`src/rtl/ram_access_pkg.sv`:
```
// Shared types for the RAM access controller: FSM state encoding and request word sizing.
package ram_access_pkg;

    typedef enum logic [1:0] {
        IDLE    = 2'd0,
        ACCESS  = 2'd1,
        RELEASE = 2'd2
    } ram_access_state_t;

    // The request word stored in the FIFO is {write, address, data}.
    function automatic int request_width(input int address_width, input int data_width);
        return 1 + address_width + data_width;
    endfunction

endpackage

```
`src/rtl/memory_interface.sv`:
```
// Level-held RAM protocol: enable stays high until functionComplete, then drops for a cycle.
interface MemoryInterface #(
    parameter int ADDRESS_WIDTH = 16,
    parameter int DATA_WIDTH    = 16
);
    logic [ADDRESS_WIDTH-1:0] address;
    logic [DATA_WIDTH-1:0]    dataOut;
    logic [DATA_WIDTH-1:0]    dataIn;
    logic                     readEnabled;
    logic                     writeEnabled;
    logic                     functionComplete;

    modport master (
        output address, dataOut, readEnabled, writeEnabled,
        input  dataIn, functionComplete
    );

    modport slave (
        input  address, dataOut, readEnabled, writeEnabled,
        output dataIn, functionComplete
    );
endinterface

```
`src/rtl/ram_access_controller_fifo.sv`:
```
// Synchronous show-ahead FIFO with occupancy counter and full/empty flags.
module request_fifo #(
    parameter int DATA_WIDTH = 8,
    parameter int FIFO_DEPTH = 4
) (
    input  logic                  clock,
    input  logic                  reset,
    input  logic                  push,
    input  logic                  pop,
    input  logic [DATA_WIDTH-1:0] writeData,
    output logic [DATA_WIDTH-1:0] readData,
    output logic                  full,
    output logic                  empty
);
    localparam int PTR_W = $clog2(FIFO_DEPTH);

    logic [DATA_WIDTH-1:0] storage [FIFO_DEPTH];
    logic [PTR_W-1:0]      writePointer;
    logic [PTR_W-1:0]      readPointer;
    logic [PTR_W:0]        count;
    logic                  doPush;
    logic                  doPop;

    assign doPush = push && !full;
    assign doPop  = pop && !empty;

    // Pointers wrap naturally because the depth is a power of two.
    always_ff @(posedge clock or negedge reset) begin
        if (!reset) begin
            writePointer <= '0;
            readPointer  <= '0;
            count        <= '0;
        end else begin
            if (doPush)
                writePointer <= writePointer + 1'b1;
            if (doPop)
                readPointer <= readPointer + 1'b1;
            case ({doPush, doPop})
                2'b10:   count <= count + 1'b1;
                2'b01:   count <= count - 1'b1;
                default: count <= count;
            endcase
        end
    end

    always_ff @(posedge clock) begin
        if (doPush)
            storage[writePointer] <= writeData;
    end

    assign readData = storage[readPointer];
    assign full     = (count == (PTR_W + 1)'(FIFO_DEPTH));
    assign empty    = (count == '0);

endmodule

```
`src/rtl/ram_access_controller.sv`:
```
// Converts a valid/ready request stream into the RAM's level-held enable protocol,
// one response per request in order, with range and timeout errors.
module ram_access_controller
    import ram_access_pkg::*;
#(
    parameter int ADDRESS_WIDTH  = 16,
    parameter int DATA_WIDTH     = 16,
    parameter int SIZE_IN_WORDS  = 1024,
    parameter int FIFO_DEPTH     = 4,
    parameter int TIMEOUT_CYCLES = 64
) (
    input  logic                     clock,
    input  logic                     reset,
    input  logic                     requestValid,
    output logic                     requestReady,
    input  logic                     requestWrite,
    input  logic [ADDRESS_WIDTH-1:0] requestAddress,
    input  logic [DATA_WIDTH-1:0]    requestData,
    output logic                     responseValid,
    input  logic                     responseReady,
    output logic [DATA_WIDTH-1:0]    responseData,
    output logic                     responseWrite,
    output logic                     responseError,
    MemoryInterface.master           memoryInterface
);
    localparam int REQ_W   = request_width(ADDRESS_WIDTH, DATA_WIDTH);
    localparam int TIMER_W = $clog2(TIMEOUT_CYCLES);
    localparam logic [ADDRESS_WIDTH:0] SIZE_LIMIT = (ADDRESS_WIDTH + 1)'(SIZE_IN_WORDS);
    localparam logic [TIMER_W-1:0]     TIMER_LAST = TIMER_W'(TIMEOUT_CYCLES - 1);

    typedef struct packed {
        logic                     write;
        logic [ADDRESS_WIDTH-1:0] address;
        logic [DATA_WIDTH-1:0]    data;
    } request_t;

    ram_access_state_t        state;
    ram_access_state_t        nextState;
    request_t                 pushWord;
    request_t                 head;
    logic [REQ_W-1:0]         headBits;
    logic                     fifoFull;
    logic                     fifoEmpty;
    logic                     acceptEnabled;
    logic                     popRequest;
    logic                     headInRange;
    logic                     startAccess;
    logic                     finishAccess;
    logic                     timeoutAccess;
    logic                     loadError;
    logic [TIMER_W-1:0]       timer;
    logic [ADDRESS_WIDTH-1:0] addressReg;
    logic [DATA_WIDTH-1:0]    dataOutReg;
    logic                     readEnabledReg;
    logic                     writeEnabledReg;

    // Ready stays low until the first edge after reset release.
    assign requestReady = acceptEnabled && !fifoFull;
    assign pushWord     = '{write: requestWrite, address: requestAddress, data: requestData};
    assign head         = request_t'(headBits);

    request_fifo #(
        .DATA_WIDTH (REQ_W),
        .FIFO_DEPTH (FIFO_DEPTH)
    ) requestQueue (
        .clock     (clock),
        .reset     (reset),
        .push      (requestValid && requestReady),
        .pop       (popRequest),
        .writeData (pushWord),
        .readData  (headBits),
        .full      (fifoFull),
        .empty     (fifoEmpty)
    );

    // A new request may only leave the FIFO when the single response slot is free or being freed.
    assign popRequest  = (state == IDLE || state == RELEASE) && !fifoEmpty
                         && (!responseValid || responseReady);
    assign headInRange = ({1'b0, head.address} < SIZE_LIMIT);

    always_ff @(posedge clock or negedge reset) begin
        if (!reset)
            state <= IDLE;
        else
            state <= nextState;
    end

    always_comb begin
        nextState     = state;
        startAccess   = 1'b0;
        finishAccess  = 1'b0;
        timeoutAccess = 1'b0;
        loadError     = 1'b0;
        unique case (state)
            IDLE, RELEASE: begin
                nextState = IDLE;
                if (popRequest) begin
                    if (headInRange) begin
                        nextState   = ACCESS;
                        startAccess = 1'b1;
                    end else begin
                        loadError = 1'b1;
                    end
                end
            end
            ACCESS: begin
                if (memoryInterface.functionComplete) begin
                    finishAccess = 1'b1;
                    nextState    = RELEASE;
                end else if (timer == TIMER_LAST) begin
                    timeoutAccess = 1'b1;
                    nextState     = RELEASE;
                end
            end
            default: nextState = IDLE;
        endcase
    end

    always_ff @(posedge clock or negedge reset) begin
        if (!reset) begin
            acceptEnabled   <= 1'b0;
            timer           <= '0;
            addressReg      <= '0;
            dataOutReg      <= '0;
            readEnabledReg  <= 1'b0;
            writeEnabledReg <= 1'b0;
            responseValid   <= 1'b0;
            responseData    <= '0;
            responseWrite   <= 1'b0;
            responseError   <= 1'b0;
        end else begin
            acceptEnabled <= 1'b1;
            if (responseValid && responseReady)
                responseValid <= 1'b0;
            if (startAccess) begin
                addressReg      <= head.address;
                dataOutReg      <= head.data;
                writeEnabledReg <= head.write;
                readEnabledReg  <= !head.write;
                timer           <= '0;
            end
            if (state == ACCESS)
                timer <= timer + 1'b1;
            // The write flag of the in-flight access is carried by writeEnabledReg.
            if (finishAccess || timeoutAccess) begin
                responseValid   <= 1'b1;
                responseError   <= timeoutAccess;
                responseWrite   <= writeEnabledReg;
                responseData    <= (finishAccess && !writeEnabledReg) ? memoryInterface.dataIn : '0;
                readEnabledReg  <= 1'b0;
                writeEnabledReg <= 1'b0;
            end
            if (loadError) begin
                responseValid <= 1'b1;
                responseError <= 1'b1;
                responseWrite <= head.write;
                responseData  <= '0;
            end
        end
    end

    assign memoryInterface.address      = addressReg;
    assign memoryInterface.dataOut      = dataOutReg;
    assign memoryInterface.readEnabled  = readEnabledReg;
    assign memoryInterface.writeEnabled = writeEnabledReg;

endmodule

```
`src/flat_wrapper.sv`:
```
// flat-port wrapper written by rule: the top's interface ports become plain ports
module ram_access_controller_flat import ram_access_pkg::*;
#(
    parameter int ADDRESS_WIDTH  = 16,
    parameter int DATA_WIDTH     = 16,
    parameter int SIZE_IN_WORDS  = 1024,
    parameter int FIFO_DEPTH     = 4,
    parameter int TIMEOUT_CYCLES = 64
)
  (clock, reset, requestValid, requestReady, requestWrite, requestAddress, requestData, responseValid, responseReady, responseData, responseWrite, responseError, memoryInterface_address, memoryInterface_dataOut, memoryInterface_readEnabled, memoryInterface_writeEnabled, memoryInterface_dataIn, memoryInterface_functionComplete);
  MemoryInterface #(.ADDRESS_WIDTH(ADDRESS_WIDTH), .DATA_WIDTH(DATA_WIDTH)) memoryInterface_i ();
  input  logic clock;
  input  logic reset;
  input  logic requestValid;
  output logic requestReady;
  input  logic requestWrite;
  input  logic [ADDRESS_WIDTH-1:0] requestAddress;
  input  logic [DATA_WIDTH-1:0] requestData;
  output logic responseValid;
  input  logic responseReady;
  output logic [DATA_WIDTH-1:0] responseData;
  output logic responseWrite;
  output logic responseError;
  output wire logic [$bits(memoryInterface_i.address)-1:0] memoryInterface_address;
  output wire logic [$bits(memoryInterface_i.dataOut)-1:0] memoryInterface_dataOut;
  output wire logic [$bits(memoryInterface_i.readEnabled)-1:0] memoryInterface_readEnabled;
  output wire logic [$bits(memoryInterface_i.writeEnabled)-1:0] memoryInterface_writeEnabled;
  input wire logic [$bits(memoryInterface_i.dataIn)-1:0] memoryInterface_dataIn;
  input wire logic [$bits(memoryInterface_i.functionComplete)-1:0] memoryInterface_functionComplete;
  assign memoryInterface_address = memoryInterface_i.address;
  assign memoryInterface_dataOut = memoryInterface_i.dataOut;
  assign memoryInterface_readEnabled = memoryInterface_i.readEnabled;
  assign memoryInterface_writeEnabled = memoryInterface_i.writeEnabled;
  assign memoryInterface_i.dataIn = memoryInterface_dataIn;
  assign memoryInterface_i.functionComplete = memoryInterface_functionComplete;
  ram_access_controller #(.ADDRESS_WIDTH(ADDRESS_WIDTH), .DATA_WIDTH(DATA_WIDTH), .SIZE_IN_WORDS(SIZE_IN_WORDS), .FIFO_DEPTH(FIFO_DEPTH), .TIMEOUT_CYCLES(TIMEOUT_CYCLES)) u_core (.clock(clock), .reset(reset), .requestValid(requestValid), .requestReady(requestReady), .requestWrite(requestWrite), .requestAddress(requestAddress), .requestData(requestData), .responseValid(responseValid), .responseReady(responseReady), .responseData(responseData), .responseWrite(responseWrite), .responseError(responseError), .memoryInterface(memoryInterface_i));
endmodule
```
`config.mk`:
```
export PLATFORM = sky130hd
export DESIGN_NAME = ram_access_controller_flat
export DESIGN_NICKNAME = d
export VERILOG_FILES = /design/src/rtl/ram_access_pkg.sv /design/src/rtl/memory_interface.sv /design/src/rtl/ram_access_controller_fifo.sv /design/src/rtl/ram_access_controller.sv /design/src/flat_wrapper.sv
export SDC_FILE = /design/constraint.sdc
export NUM_CORES = 1
export LEC_CHECK = 0
export ABC_AREA = 1
export CORE_MARGIN = 5
export CORE_UTILIZATION = 50
export CTS_BUF_LIST = sky130_fd_sc_hd__clkbuf_4 sky130_fd_sc_hd__clkbuf_8
export CTS_CLUSTER_DIAMETER = 200
export DETAILED_ROUTE_END_ITERATION = 8
export PLACE_DENSITY_LB_ADDON = 0.2
export SETUP_SLACK_MARGIN = 0.05
export SYNTH_ARGS = -nofsm -noshare
export SYNTH_HDL_FRONTEND = slang
export SYNTH_SLANG_ARGS = --single-unit
export TNS_END_PERCENT = 20
```
`constraint.sdc`:
```
create_clock -name clock -period 7.3 [get_ports clock]
set_input_delay 0.73 -clock clock [delete_from_list [all_inputs] [get_ports clock]]
set_output_delay 0.73 -clock clock [all_outputs]
set_load 0.05 [all_outputs]
```
==> flow_summary.rst <==
.. list-table::
   :header-rows: 1

   * - Metric
     - Value
   * - Run status
     - finished, final reports clean
   * - Post-cts gate resize count
     - 0
   * - Final instance count without filler cells
     - 969
   * - Count of H-tree levels built during CTS
     - 1
   * - Final setup TNS
     - 0 ns
   * - Layout Skew
     - 0.00901 ns
   * - Startpoint of the worst-slack reg-to-reg timing path
     - u_core.requestQueue.readPointer[0]
   * - Worst-path clk slew
     - 0.06 ns
   * - Via count of the first global-routing pass
     - 5,157
   * - Clock tree from TritonCTS
     - yes
   * - Commonest cells after routing, fill and taps aside
     - nand2_1, edfxtp_1, clkdlybuf4s50_1
   * - Via total after detailed routing
     - 5,133
   * - Largest net degree at the start of global routing
     - 70
   * - Floorplan core area
     - 0.0152 mm^2
   * - Avg Inst Size Synth
     - 12.0 um^2
   * - Remaining max-slew budget at the tightest pin
     - 20.8%
   * - Period minus WS final
     - 4.23 ns
   * - Max-slew violation count
     - 0
   * - Mapped cell area
     - 0.00773 mm^2
   * - Die area
     - 0.0180 mm^2
   * - Drc violations
     - 0
   * - Antenna violations before repair
     - 0
   * - Final-report hold violation count
     - 0
   * - Total global routing track utilization
     - 17.8%
   * - Critical Path Max Stage Delay
     - 1.11 ns
   * - Post-Syn Instances
     - 645
   * - Number of rows created at floorplan
     - 45
   * - DR WL met3
     - 825 um
   * - Total instance count after detailed placement
     - 912
   * - Clock Path Buffers
     - 3
   * - Setup repair after global routing missed its margin
     - no
   * - Final cycle utilization of the critical path
     - 57.9%
   * - Syn Nets
     - 706
   * - Most common library cell in the layout ignoring fill and taps
     - nand2_1
   * - Unique masters post-synth
     - 30
   * - Area delta synth->final
     - 23.5%
   * - Peak VDD IR
     - 0.000242 V
   * - IO buf count
     - 107
   * - Post-DP HPWL
     - 9.37 mm
   * - Overflow after GRT
     - 0
   * - Clock Root Buffer
     - clkbuf_8
   * - Top fanout value on the critical path
     - 68
   * - Sequential share of the synthesized area
     - 73.6%
   * - Detailed Routing Iterations Pass 1
     - 4
   * - Highest clock rate
     - 0.237 GHz
   * - Final weighted congestion in routability-driven placement
     - 0.763
   * - Drt wl/cell
     - 16.4 um
   * - Class of the worst hold path
     - in2async
   * - Number of antenna-violating nets in the routed design
     - 0
   * - Number of nets in the finished design
     - 818
   * - Setup Viol. Count Final
     - 0
   * - Clock tree sinks
     - 201
   * - Overall routed net length
     - 15.9 mm
   * - Transition time at the pin with the least slew margin
     - 1.19 ns
   * - Kind of launch point of the worst setup path
     - flip-flop
   * - Ordered cell list for the critical path
     - inv_2 > nand2_1 > nand3_1 > nand2_1 > nand2_1 > nor2_2 > nand3_2 > inv_2 > nand2_1 > nand2_1
   * - Height of the die
     - 134 um
   * - CP max stage cell
     - dfrtp_2
   * - Yosys reg bits
     - 201
   * - Crit path required time
     - 7.78 ns
   * - Highest layer used for signal routing
     - met4
   * - Endpoint type of the worst setup path
     - flip-flop
   * - Initial core utilization
     - 50.8%
   * - Amount of wire on met2 after detailed routing
     - 7.63 mm
   * - Wire length on met1
     - 7.15 mm
   * - Total power per unit cell area
     - 378 mW/mm^2
   * - Number of buffers created by CTS
     - 31
   * - Beginning of the critical path
     - u_core.requestQueue.readPointer[0]
   * - # Post-CTS Setup Buffers
     - 0
   * - Yosys warning total
     - 0
   * - Max-cap violations
     - 0
   * - Worst-skew pair later-pin latency
     - 0.55 ns
   * - # IOs
     - 108
   * - P_leak
     - 3.83 nW
   * - Number of violations reported at the end of detailed-routing iteration 0
     - 282
   * - CTS hold repair buffers
     - 0
   * - First-pass GRT wire length
     - 26.0 mm
   * - Arrival time at the worst endpoint
     - 4.71 ns
   * - Fraction of final layout cells with drive strength greater than 1
     - 8.19%
   * - DR vias/cell
     - 5.30
   * - Horizontal extent of the die
     - 134 um
   * - N_diodes
     - 0
   * - Kind of critical path
     - reg2reg
   * - Most frequent cell on the critical path
     - nand2_1
cell usage after synthesis:
cell type	n	area (um^2)
nor3_2	1	10.0
o21ai_0	61	305
nand2_1	161	604
xor2_1	3	26.3
clkbuf_1	18	67.6
inv_2	5	18.8
xnor2_1	2	17.5
nand4_1	1	6.26
a32o_1	1	10.0
buf_6	2	22.5
conb_1	1	3.75
nor3_1	2	10.0
o22ai_1	27	169
nand3_2	1	10.0
a31oi_1	1	6.26
ha_1	6	75.1
clkinv_1	2	7.51
buf_4	5	37.5
buf_2	3	15.0
nand3_1	34	170
nor2_1	67	251
nor2_2	3	18.8
inv_1	25	93.8
o21ai_1	3	15.0
fa_1	1	20.0
nand2_2	2	12.5
edfxtp_1	132	3960
o31ai_1	1	7.51
dfrtp_1	69	1730
a21oi_1	5	25.0
per-stage QoR:
step | hold WS, ns | worst slack (ns) | power (mW) | area (um^2) | utilization [%]
floorplan | 0.434 | 3.62 | 2.35 | 7730 | -
global placement | 0.448 | 3.26 | 2.69 | 8920 | 58.7
detailed placement | 0.452 | 3.10 | 2.73 | 8920 | 58.7
CTS | 0.314 | 3.07 | 3.65 | 9540 | 62.8
global route | 0.359 | 2.60 | 3.83 | 9540 | 62.8
finish | 0.293 | 3.07 | 3.61 | 9540 | 62.8
path summary, 6_finish.rpt:
check | slack [ns] | cells past startpoint | to
max | 3.07 | 10 | u_core.memoryInterface.address[0]
min | 0.29 | 1 | u_core.requestQueue.count[1]
max reg2reg | 3.07 | 10 | u_core.memoryInterface.address[0]
min reg2reg | 0.46 | 2 | u_core.memoryInterface.address[15]
max in group asynchronous | 6.37 | 1 | u_core.requestQueue.readPointer[0]
min in group clock | 0.46 | 2 | u_core.memoryInterface.address[15]
sequential cells by signal, summed over array words and instances (netlist names), 2 cells and up:
signal                            cells
u_core.requestQueue.readPointer       2
u_core.timer                          6
u_core.requestQueue.count             3
u_core.state                          2
u_core.requestQueue.writePointer      2
u_core.requestQueue.storage         132
u_core.responseData                  16
u_core.memoryInterface.address       16
u_core.memoryInterface.dataOut       16
final cells by class:
class | count | area, um^2
Timing Repair Buffer | 107 | 1070
Inverter | 32 | 120
Multi-Input combinational cell | 384 | 1800
Sequential cell | 201 | 5690
Clock buffer | 41 | 527
Clock inverter | 16 | 96.3
Fill cell | 1195 | 5660
Tap cell | 188 | 235
routing by layer:
| layer | GRT usage (%) | vias to the layer above |
|---|---|---|
| met3 | 3.56 | 25 |
| met4 | 5.49 | 0 |
| met2 | 29.8 | 153 |
| li1 | - | 2442 |
| met1 | 23.9 | 2513 |
| met5 | 0 | - |
logic make-up (layout without fill, tap and decap cells):
kind of cell	count (synthesis)	after routing	synth area share (%)
AOI/OAI and AO/OA	99	99	6.96
xor gates and xnor gates	5	5	0.567
adders and majority gates	7	7	1.23
buffers and inverters	60	196	3.40
DFF	201	201	73.6
other	1	1	0.0485
and+or+nand+nor	272	272	14.2
report_power, final:
| part | switching [mW] | internal, mW |
|---|---|---|
| logic | 0.740 | 0.368 |
| registers | 0.181 | 1.41 |
| clock network | 0.405 | 0.503 |
| total | 1.33 | 2.28 |
worst max-delay path: cells and delay by family (launching register included):
kind,cells,cell delay (ns)
buf+inv,2,1.49
flops,1,1.11
simple gates,8,1.48
No activity file was read; power rests on OpenSTA's default activity.
